<file path="src/rtl/led_pkg.sv">
// ---------------------------------------------------------------------------
// led_pkg : constants shared by the pixel tagger and the LED detector
// Rev 1.0
// ---------------------------------------------------------------------------
`default_nettype none

package led_pkg;
   localparam int DEF_WIDTH  = 640;
   localparam int DEF_HEIGHT = 480;
   localparam int DEF_X_W    = 12;
   localparam int DEF_Y_W    = 9;

   // RGB565 field offsets; green drops its LSB to match the 5-bit detector path
   localparam int RGB_R_LSB = 11;
   localparam int RGB_G_LSB = 6;
   localparam int RGB_B_LSB = 0;

   localparam logic [1:0] ST_WAIT_SOF = 2'd0;
   localparam logic [1:0] ST_MARK     = 2'd1;
   localparam logic [1:0] ST_STREAM   = 2'd2;
   localparam logic [1:0] ST_DROP     = 2'd3;
endpackage

`default_nettype wire

</file>
<file path="src/rtl/pixel_stream_tagger_if.sv">
// ---------------------------------------------------------------------------
// pixel_stream_tagger_if : AXI4-Stream RGB565 input and tagged pixel output
// Rev 1.0
// ---------------------------------------------------------------------------
`default_nettype none

interface pixel_stream_tagger_if
   import led_pkg::*;
#(
   parameter int X_W = DEF_X_W,
   parameter int Y_W = DEF_Y_W
);
   logic           enable;
   logic [15:0]    s_tdata;
   logic           s_tvalid;
   logic           s_tuser;
   logic           s_tlast;
   logic           s_tready;
   logic           data_valid;
   logic           start_frame;
   logic           end_frame;
   logic [X_W-1:0] x;
   logic [Y_W-1:0] y;
   logic [4:0]     r;
   logic [4:0]     g;
   logic [4:0]     b;
   logic           err_short;
   logic           err_long;
   logic           err_sof;
   logic [15:0]    frame_count;

   modport master (
      output enable, s_tdata, s_tvalid, s_tuser, s_tlast,
      input  s_tready, data_valid, start_frame, end_frame, x, y, r, g, b,
             err_short, err_long, err_sof, frame_count
   );

   modport slave (
      input  enable, s_tdata, s_tvalid, s_tuser, s_tlast,
      output s_tready, data_valid, start_frame, end_frame, x, y, r, g, b,
             err_short, err_long, err_sof, frame_count
   );
endinterface

`default_nettype wire

</file>
<file path="src/rtl/pixel_stream_tagger_rgb565_unpack.sv">
// ---------------------------------------------------------------------------
// rgb565_unpack : splits an RGB565 word into three 5-bit channels
// Rev 1.0
// ---------------------------------------------------------------------------
`default_nettype none

module rgb565_unpack
   import led_pkg::*;
(
   input  logic [15:0] pix,
   output logic [4:0]  r,
   output logic [4:0]  g,
   output logic [4:0]  b
);
   assign r = pix[RGB_R_LSB +: 5];
   assign g = pix[RGB_G_LSB +: 5];
   assign b = pix[RGB_B_LSB +: 5];
endmodule

`default_nettype wire

</file>
<file path="src/rtl/pixel_stream_tagger.sv">
// ---------------------------------------------------------------------------
// pixel_stream_tagger : AXI4-Stream RGB565 -> coordinate-tagged pixel beats
// Rev 1.0
// ---------------------------------------------------------------------------
`default_nettype none

module pixel_stream_tagger
   import led_pkg::*;
#(
   parameter int WIDTH  = DEF_WIDTH,
   parameter int HEIGHT = DEF_HEIGHT,
   parameter int X_W    = DEF_X_W,
   parameter int Y_W    = DEF_Y_W
) (
   input  logic                 clk,
   input  logic                 reset,
   pixel_stream_tagger_if.slave bus
);
   localparam logic [X_W-1:0] X_LAST = X_W'(WIDTH - 1);
   localparam logic [Y_W-1:0] Y_LAST = Y_W'(HEIGHT - 1);

   if (WIDTH > (1 << X_W) || HEIGHT > (1 << Y_W)) begin : g_size_check
      $error("pixel_stream_tagger: WIDTH/HEIGHT exceed the X_W/Y_W counter range");
   end

   logic [1:0]     state_q, state_d;
   logic [X_W-1:0] x_cnt_q, x_cnt_d;
   logic [Y_W-1:0] y_cnt_q, y_cnt_d;
   logic [15:0]    hold_q, hold_d;
   logic           hold_last_q, hold_last_d;
   logic           s_tready_q, s_tready_d;
   logic           data_valid_q, data_valid_d;
   logic           start_frame_q, start_frame_d;
   logic           end_frame_q, end_frame_d;
   logic [X_W-1:0] x_q, x_d;
   logic [Y_W-1:0] y_q, y_d;
   logic [4:0]     r_q, r_d, g_q, g_d, b_q, b_d;
   logic           err_short_q, err_short_d;
   logic           err_long_q, err_long_d;
   logic           err_sof_q, err_sof_d;
   logic [15:0]    frame_count_q, frame_count_d;

   logic        w_accept;
   logic [15:0] w_pix;
   logic        w_last;
   logic [4:0]  w_r, w_g, w_b;
   logic        w_sof;
   logic        w_take;
   logic        w_line_end;

   assign w_accept = bus.s_tvalid & s_tready_q;

   // MARK replays the SOF beat captured in the hold register
   assign w_pix  = (state_q == ST_MARK) ? hold_q      : bus.s_tdata;
   assign w_last = (state_q == ST_MARK) ? hold_last_q : bus.s_tlast;

   rgb565_unpack u_unpack (
      .pix (w_pix),
      .r   (w_r),
      .g   (w_g),
      .b   (w_b)
   );

   always_comb begin
      state_d       = state_q;
      x_cnt_d       = x_cnt_q;
      y_cnt_d       = y_cnt_q;
      hold_d        = hold_q;
      hold_last_d   = hold_last_q;
      data_valid_d  = 1'b0;
      start_frame_d = 1'b0;
      end_frame_d   = 1'b0;
      x_d           = x_q;
      y_d           = y_q;
      r_d           = r_q;
      g_d           = g_q;
      b_d           = b_q;
      err_short_d   = 1'b0;
      err_long_d    = 1'b0;
      err_sof_d     = 1'b0;
      frame_count_d = frame_count_q;
      w_sof         = 1'b0;
      w_take        = 1'b0;
      w_line_end    = 1'b0;

      case (state_q)
         ST_WAIT_SOF: w_sof = w_accept & bus.s_tuser & bus.enable;
         ST_MARK:     w_take = 1'b1;
         default: begin
            if (w_accept && bus.s_tuser) begin
               w_sof     = 1'b1;
               err_sof_d = 1'b1;
            end else if (w_accept && state_q == ST_STREAM) begin
               w_take = 1'b1;
            end else if (w_accept && bus.s_tlast) begin
               w_line_end = 1'b1;
            end
         end
      endcase

      if (w_sof) begin
         hold_d        = bus.s_tdata;
         hold_last_d   = bus.s_tlast;
         x_cnt_d       = '0;
         y_cnt_d       = '0;
         state_d       = ST_MARK;
         data_valid_d  = 1'b1;
         start_frame_d = 1'b1;
         x_d           = '0;
         y_d           = '0;
         r_d           = '0;
         g_d           = '0;
         b_d           = '0;
      end

      if (w_take) begin
         data_valid_d = 1'b1;
         x_d          = x_cnt_q;
         y_d          = y_cnt_q;
         r_d          = w_r;
         g_d          = w_g;
         b_d          = w_b;
         x_cnt_d      = x_cnt_q + X_W'(1);
         state_d      = ST_STREAM;
         if (w_last) begin
            err_short_d = (x_cnt_q != X_LAST);
            w_line_end  = 1'b1;
         end else if (x_cnt_q == X_LAST) begin
            err_long_d = 1'b1;
            state_d    = ST_DROP;
         end
      end

      // end_frame only marks a real pixel; a frame closed from DROP just counts
      if (w_line_end) begin
         x_cnt_d = '0;
         if (y_cnt_q == Y_LAST) begin
            y_cnt_d       = '0;
            end_frame_d   = w_take;
            frame_count_d = frame_count_q + 16'd1;
            state_d       = ST_WAIT_SOF;
         end else begin
            y_cnt_d = y_cnt_q + Y_W'(1);
            state_d = ST_STREAM;
         end
      end

      s_tready_d = (state_d != ST_MARK);
   end

   always_ff @(posedge clk or posedge reset) begin
      if (reset) begin
         state_q       <= ST_WAIT_SOF;
         x_cnt_q       <= '0;
         y_cnt_q       <= '0;
         hold_q        <= '0;
         hold_last_q   <= 1'b0;
         s_tready_q    <= 1'b1;
         data_valid_q  <= 1'b0;
         start_frame_q <= 1'b0;
         end_frame_q   <= 1'b0;
         x_q           <= '0;
         y_q           <= '0;
         r_q           <= '0;
         g_q           <= '0;
         b_q           <= '0;
         err_short_q   <= 1'b0;
         err_long_q    <= 1'b0;
         err_sof_q     <= 1'b0;
         frame_count_q <= '0;
      end else begin
         state_q       <= state_d;
         x_cnt_q       <= x_cnt_d;
         y_cnt_q       <= y_cnt_d;
         hold_q        <= hold_d;
         hold_last_q   <= hold_last_d;
         s_tready_q    <= s_tready_d;
         data_valid_q  <= data_valid_d;
         start_frame_q <= start_frame_d;
         end_frame_q   <= end_frame_d;
         x_q           <= x_d;
         y_q           <= y_d;
         r_q           <= r_d;
         g_q           <= g_d;
         b_q           <= b_d;
         err_short_q   <= err_short_d;
         err_long_q    <= err_long_d;
         err_sof_q     <= err_sof_d;
         frame_count_q <= frame_count_d;
      end
   end

   assign bus.s_tready    = s_tready_q;
   assign bus.data_valid  = data_valid_q;
   assign bus.start_frame = start_frame_q;
   assign bus.end_frame   = end_frame_q;
   assign bus.x           = x_q;
   assign bus.y           = y_q;
   assign bus.r           = r_q;
   assign bus.g           = g_q;
   assign bus.b           = b_q;
   assign bus.err_short   = err_short_q;
   assign bus.err_long    = err_long_q;
   assign bus.err_sof     = err_sof_q;
   assign bus.frame_count = frame_count_q;
endmodule

`default_nettype wire

</file>
<file path="src/flat_wrapper.sv">
// flat-port wrapper written by rule: the top's interface ports become plain ports
module pixel_stream_tagger_flat import led_pkg::*;
#(
   parameter int WIDTH  = DEF_WIDTH,
   parameter int HEIGHT = DEF_HEIGHT,
   parameter int X_W    = DEF_X_W,
   parameter int Y_W    = DEF_Y_W
)
  (clk, reset, bus_enable, bus_s_tdata, bus_s_tvalid, bus_s_tuser, bus_s_tlast, bus_s_tready, bus_data_valid, bus_start_frame, bus_end_frame, bus_x, bus_y, bus_r, bus_g, bus_b, bus_err_short, bus_err_long, bus_err_sof, bus_frame_count);
  pixel_stream_tagger_if #(.X_W(X_W), .Y_W(Y_W)) bus_i ();
  input  logic clk;
  input  logic reset;
  input wire logic [$bits(bus_i.enable)-1:0] bus_enable;
  input wire logic [$bits(bus_i.s_tdata)-1:0] bus_s_tdata;
  input wire logic [$bits(bus_i.s_tvalid)-1:0] bus_s_tvalid;
  input wire logic [$bits(bus_i.s_tuser)-1:0] bus_s_tuser;
  input wire logic [$bits(bus_i.s_tlast)-1:0] bus_s_tlast;
  output wire logic [$bits(bus_i.s_tready)-1:0] bus_s_tready;
  output wire logic [$bits(bus_i.data_valid)-1:0] bus_data_valid;
  output wire logic [$bits(bus_i.start_frame)-1:0] bus_start_frame;
  output wire logic [$bits(bus_i.end_frame)-1:0] bus_end_frame;
  output wire logic [$bits(bus_i.x)-1:0] bus_x;
  output wire logic [$bits(bus_i.y)-1:0] bus_y;
  output wire logic [$bits(bus_i.r)-1:0] bus_r;
  output wire logic [$bits(bus_i.g)-1:0] bus_g;
  output wire logic [$bits(bus_i.b)-1:0] bus_b;
  output wire logic [$bits(bus_i.err_short)-1:0] bus_err_short;
  output wire logic [$bits(bus_i.err_long)-1:0] bus_err_long;
  output wire logic [$bits(bus_i.err_sof)-1:0] bus_err_sof;
  output wire logic [$bits(bus_i.frame_count)-1:0] bus_frame_count;
  assign bus_i.enable = bus_enable;
  assign bus_i.s_tdata = bus_s_tdata;
  assign bus_i.s_tvalid = bus_s_tvalid;
  assign bus_i.s_tuser = bus_s_tuser;
  assign bus_i.s_tlast = bus_s_tlast;
  assign bus_s_tready = bus_i.s_tready;
  assign bus_data_valid = bus_i.data_valid;
  assign bus_start_frame = bus_i.start_frame;
  assign bus_end_frame = bus_i.end_frame;
  assign bus_x = bus_i.x;
  assign bus_y = bus_i.y;
  assign bus_r = bus_i.r;
  assign bus_g = bus_i.g;
  assign bus_b = bus_i.b;
  assign bus_err_short = bus_i.err_short;
  assign bus_err_long = bus_i.err_long;
  assign bus_err_sof = bus_i.err_sof;
  assign bus_frame_count = bus_i.frame_count;
  pixel_stream_tagger #(.WIDTH(WIDTH), .HEIGHT(HEIGHT), .X_W(X_W), .Y_W(Y_W)) u_core (.clk(clk), .reset(reset), .bus(bus_i));
endmodule
</file>
<file path="config.mk">
export PLATFORM = sky130hd
export DESIGN_NAME = pixel_stream_tagger_flat
export DESIGN_NICKNAME = d
export VERILOG_FILES = /design/src/rtl/led_pkg.sv /design/src/rtl/pixel_stream_tagger_if.sv /design/src/rtl/pixel_stream_tagger_rgb565_unpack.sv /design/src/rtl/pixel_stream_tagger.sv /design/src/flat_wrapper.sv
export SDC_FILE = /design/constraint.sdc
export NUM_CORES = 1
export LEC_CHECK = 0
export BUFFER_PORTS_ARGS = -buffer_cell sky130_fd_sc_hd__buf_4
export CORE_MARGIN = 2
export CORE_UTILIZATION = 56
export DETAILED_ROUTE_END_ITERATION = 8
export PLACE_DENSITY = 0.78
export SLEW_MARGIN = 10
export SYNTH_ARGS = -nofsm -noshare
export SYNTH_HDL_FRONTEND = slang
export SYNTH_HIERARCHICAL = 1
export SYNTH_SLANG_ARGS = --single-unit
</file>
<file path="constraint.sdc">
create_clock -name clk -period 3.3 [get_ports clk]
set_clock_uncertainty 0.1 [all_clocks]
set_input_delay 0.165 -clock clk [delete_from_list [all_inputs] [get_ports clk]]
set_output_delay 0.165 -clock clk [all_outputs]
set_load 0.02 [all_outputs]
</file>
Yosys cells after proc, flatten, opt, wreduce, memory -nomap -nowiden
Cells that the tools add are included.
Cells by class
  add/sub/neg operators: 3
  multiply operators: 0
  divide/modulo/power cells: 0
  $lt $le $gt $ge: 0
  equal/unequal tests: 6
  shift-type cells: 0
  multiplexer cells: 41
  bitwise gates (word level): 3
  reduce and logical (&&, ||, !) cells: 9
Operators with widths (number)
  $mux W12: 4
  $mux W9: 4
  $mux W1: 21
  $mux W5: 4
  $add A16 B1 Y16 const B: 1
  $mux W16: 1
  $add A12 B1 Y12 const B: 1
  $eq A12 B10 Y1 const B: 1
  $ne A12 B10 Y1 const B: 1
  $mux W2: 5
  $add A9 B1 Y9 const B: 1
  $eq A9 B9 Y1 const B: 1
  $pmux W1 S2: 2
  $reduce_bool A2 Y1: 2
  $and A1 B1 Y1: 3
  $logic_and A1 B1 Y1: 3
  $reduce_bool A3 Y1: 1
  $eq A2 B1 Y1 const B: 1
  $eq A2 B2 Y1 const B: 1
  $logic_not A2 Y1: 1
  $ne A2 B1 Y1 const B: 1
  $reduce_and A2 Y1: 1
  $reduce_or A2 Y1: 1
Storage, ports and cells
  register bits after elaboration: 99
  bits in latches: 0
  RAM bits: 0
  bits in read-only memories: 0
  input bits: 22
  output and inout bits: 59
  logic and storage cells: 80
  memories: 0

Longest topological paths before layout
  depth after elaboration: 10
  gate-level depth with buffers: 8

Modules after synthesis
The synthesis kept the hierarchy.
Modules (own cells, without submodules)
  pixel_stream_tagger: times used 1, cells an instance 502, area each 4458.0 um^2, sequential area each 2478.6 um^2
  rgb565_unpack: times used 1, cells an instance 15, area each 112.6 um^2, sequential area each 0.0 um^2

Least setup slack after synthesis
No wires, ideal clock.
  path type: flip-flop to flip-flop
  from: reg u_core.y_cnt_q[0]
  to: reg u_core.frame_count_q[9], in the netlist u_core/bus.frame_count[9]
  setup time: 0.130 ns
  data arrival time: 1.620 ns
  setup slack: 1.450 ns
  stages on the path, launching flop included: 7
  path buffers: 0
  path through: dfrtp_1 ha_1 and4_1 nand3_2 nor4_4 nand3_1 xnor2_1
Between the ends
  cells in the longest elaborated chain, start to end: 2
Ends and longest elaborated chain
  start, declared: RTL line pixel_stream_tagger.sv:28  | logic [Y_W-1:0] y_cnt_q, y_cnt_d;
  start signal, assigned: RTL line pixel_stream_tagger.sv:174  | y_cnt_q <= y_cnt_d;
  $eq A9 B9 Y1: RTL line pixel_stream_tagger.sv:137  | if (y_cnt_q == Y_LAST) begin
  $reduce_and A2 Y1 (no line)
  end signal, assigned: RTL line pixel_stream_tagger.sv:189  | frame_count_q <= frame_count_d;
  end, declared: RTL line pixel_stream_tagger.sv:41  | logic [15:0] frame_count_q, frame_count_d;
Every way passes these cells.
A chain may end at the register's enable or synchronous reset.

Worst setup path after layout
  from: reg u_core.state_q[0]
  to: reg u_core.y_cnt_q[5]
Between the ends
  cells in the longest elaborated chain, start to end: 8
Ends and longest elaborated chain
  start, declared: RTL line pixel_stream_tagger.sv:26  | logic [1:0] state_q, state_d;
  start signal, assigned: RTL line pixel_stream_tagger.sv:172  | state_q <= state_d;
  $eq A2 B2 Y1: RTL line pixel_stream_tagger.sv:93  | end else if (w_accept && state_q == ST_STREAM) begin
  $logic_and A1 B1 Y1: RTL line pixel_stream_tagger.sv:93
  $mux W1: RTL line pixel_stream_tagger.sv:93
  $mux W1: RTL line pixel_stream_tagger.sv:90  | if (w_accept && bus.s_tuser) begin
  $mux W1: RTL line pixel_stream_tagger.sv:86  | case (state_q)
  $mux W1: RTL line pixel_stream_tagger.sv:125  | if (w_last) begin
  $mux W1: RTL line pixel_stream_tagger.sv:116  | if (w_take) begin
  $mux W9 or $reduce_bool A2 Y1 (tied branches)
Parallel ways exist; a longest one is shown, timed or not.

==> results.json <==
{
  "status": "complete, no violations",
  "die_w_um": 93.87,
  "row_count": 32,
  "regArea_um2": 2454,
  "use_met2_pct": 40.30,
  "powerDensity_nw_per_um2": 712.9,
  "first_global_vias": 3627,
  "finalHoldViolCount": 0,
  "layout_min_cycle_time_ns": 2.504,
  "layout_common_cells": "nand2_1 (191), dfrtp_1 (97), buf_4 (85), nand3_1 (57), o21ai_0 (22)",
  "critPathMaxStageDelay_ns": 0.71,
  "grt_overflow": 0,
  "dp.final_hpwl_um": 6330,
  "worst_slew_pin_slew_ns": 0.8381,
  "diodes": 0,
  "maxSlewHeadroom_pct": 44.01,
  "clockBufferDepth": 2,
  "fin_crit_sh_pct": 75.89,
  "htree_levels": 3,
  "drtIter0Drc": 197,
  "multiInputGateArea_um2": 1838,
  "clk_latency_ns": 0.36,
  "fmax_mhz": 399.3,
  "avgSynthCellArea_um2": 8.869,
  "grt_max_degree": 99,
  "dieArea_um2": 8812,
  "first_pass_iters": 5,
  "slowest_stage": "nor2b_1",
  "rsz0062_at_grt": "no",
  "slew_viol_final": 0,
  "portBuffers": 79,
  "routabilityCongestion": 0.8229,
  "grtUsageMet1_pct": 32.80,
  "worst_ir_drop_vdd_uv": 500.7,
  "cp_data_arrival_time_ns": 2.70,
  "setup-violations-final": 0,
  "n_fill_cell": 637,
  "drive_above_1_share_pct": 19.49,
  "root_buffer": "clkbuf_8",
  "reg2reg_from": "u_core/state_q[0]$_DFF_PP0_",
  "die_h_um": 93.87,
  "tns_ns": 0,
  "holdWs_ns": 0.07109,
  "routed_wl_um": 10100,
  "grt_usage_pct": 24.44,
  "cts_inserted_buffers": 9,
  "end_kind": "flop",
  "reg2reg_slack_ns": 0.80,
  "r2r_end": "u_core/y_cnt_q[5]$_DFFE_PP0P_",
  "drcViolationCount": 0,
  "antenna_found_initial": 0,
  "timing.critical_path.cells": "nor2b_1, a22o_1, o21ai_2, nor4_1, a21o_1",
  "core_area_um2": 7767,
  "crit_type": "reg2reg",
  "cap_violations": 0,
  "wire_per_inst_um": 14.60,
  "critPathCapture": "u_core/y_cnt_q[5]$_DFFE_PP0P_",
  "syn_nets": 535,
  "ant_nets": 0,
  "grt_use_met3_pct": 4.735,
  "cp-startpoint": "u_core/state_q[0]$_DFF_PP0_",
  "yosysWarningCount": 6,
  "clk_pin_slew_worst_paths_ns": 0.09,
  "vias_per_cell": 5.484,
  "worst-path-max-fanout": 11,
  "ctsResizeCount": 0,
  "r2r_cells": 5,
  "netlist_instances": 510,
  "netlist_area_um2": 4523,
  "whs_path_depth": 3,
  "grt_busiest_layer": "met2",
  "startpoint_type": "flop",
  "vias": 3795,
  "start_util_pct": 58.23,
  "utilization_pct": 71.12,
  "area_delta_synth_final_pct": 22.13,
  "crit_required_ns": 3.50,
  "hold_path.class": "in2reg",
  "layout_commonest_cell": "nand2_1",
  "cts_tree": "built",
  "io_pins": 81,
  "power_leakage_nw": 2.877,
  "grt_pass1_wl_um": 16990,
  "nNetsFinal": 610,
  "cts.sinks": 98
}
## worst min path at each step
stage | to | start | slack [ns]
final | u_core/bus.err_sof$_DFF_PP0_ | bus_s_tuser | 0.07
after global routing | u_core/bus.err_sof$_DFF_PP0_ | bus_s_tuser | 0.06
after CTS | u_core/bus.err_sof$_DFF_PP0_ | bus_s_tuser | 0.06
after detailed placement | u_core/bus.r[0]$_DFFE_PP0P_ | reset | 0.24
after global placement | u_core/bus.r[0]$_DFFE_PP0P_ | reset | 0.23
after floorplan | u_core/hold_last_q$_DFFE_PP0P_ | bus_s_tlast | 0.17
## cell type report
class | count | share of cell area (%)
Inverter | 8 | 0.5889
Clock buffer | 12 | 2.627
Tap cell | 102 | 2.310
Multi-Input combinational cell | 365 | 33.27
Timing Repair Buffer | 103 | 14.99
Sequential cell | 98 | 44.42
Clock inverter | 4 | 1.789
## state kept, by name, summed over array words and instances (netlist names), 2 cells and up
| name | count |
|---|---|
| u_core/bus.frame_count | 16 |
| u_core/y_cnt_q | 9 |
| u_core/bus.g | 5 |
| u_core/bus.r | 5 |
| u_core/state_q | 2 |
| u_core/bus.b | 5 |
| u_core/x_cnt_q | 12 |
| u_core/bus.x | 12 |
| u_core/hold_q | 15 |
| u_core/bus.y | 9 |
## layer usage
layer | vias up | routed length, um
li1 | 1818 | -
met1 | 1851 | 4517
met4 | 0 | 130
met5 | - | 0
met3 | 12 | 481
met2 | 114 | 4973
## metrics by stage
stage	total power, mW	setup WS, ns	cells	cell area [um2]
6_report	3.938	0.7957	692	5524
5_1_grt	4.183	0.6619	692	5524
4_1_cts	3.943	0.8145	692	5519
3_5_place_dp	2.992	0.8627	659	5105
3_3_place_gp	2.941	0.8898	659	5105
2_1_floorplan	2.645	0.4746	510	4523
## critical path: cells and delay by family (launching register included)
kind               cells  cell delay [ns]
AOI/OAI and AO/OA      3             0.88
DFF                    1             0.47
and+or+nand+nor        2             1.00
## report_power, final
group | switching, mW | internal (mW) | leakage, nW
combinational | 0.889 | 0.469 | 1.45
sequential | 0.185 | 1.46 | 1.31
clock | 0.409 | 0.527 | 0.121
total | 1.48 | 2.46 | 2.88
## what timing repair did
item,in CTS,in global routing
hold buffers,17,0
buffers inserted,0,0
endpoints found under the hold margin,123,0
(Power assumes the default switching activity.)
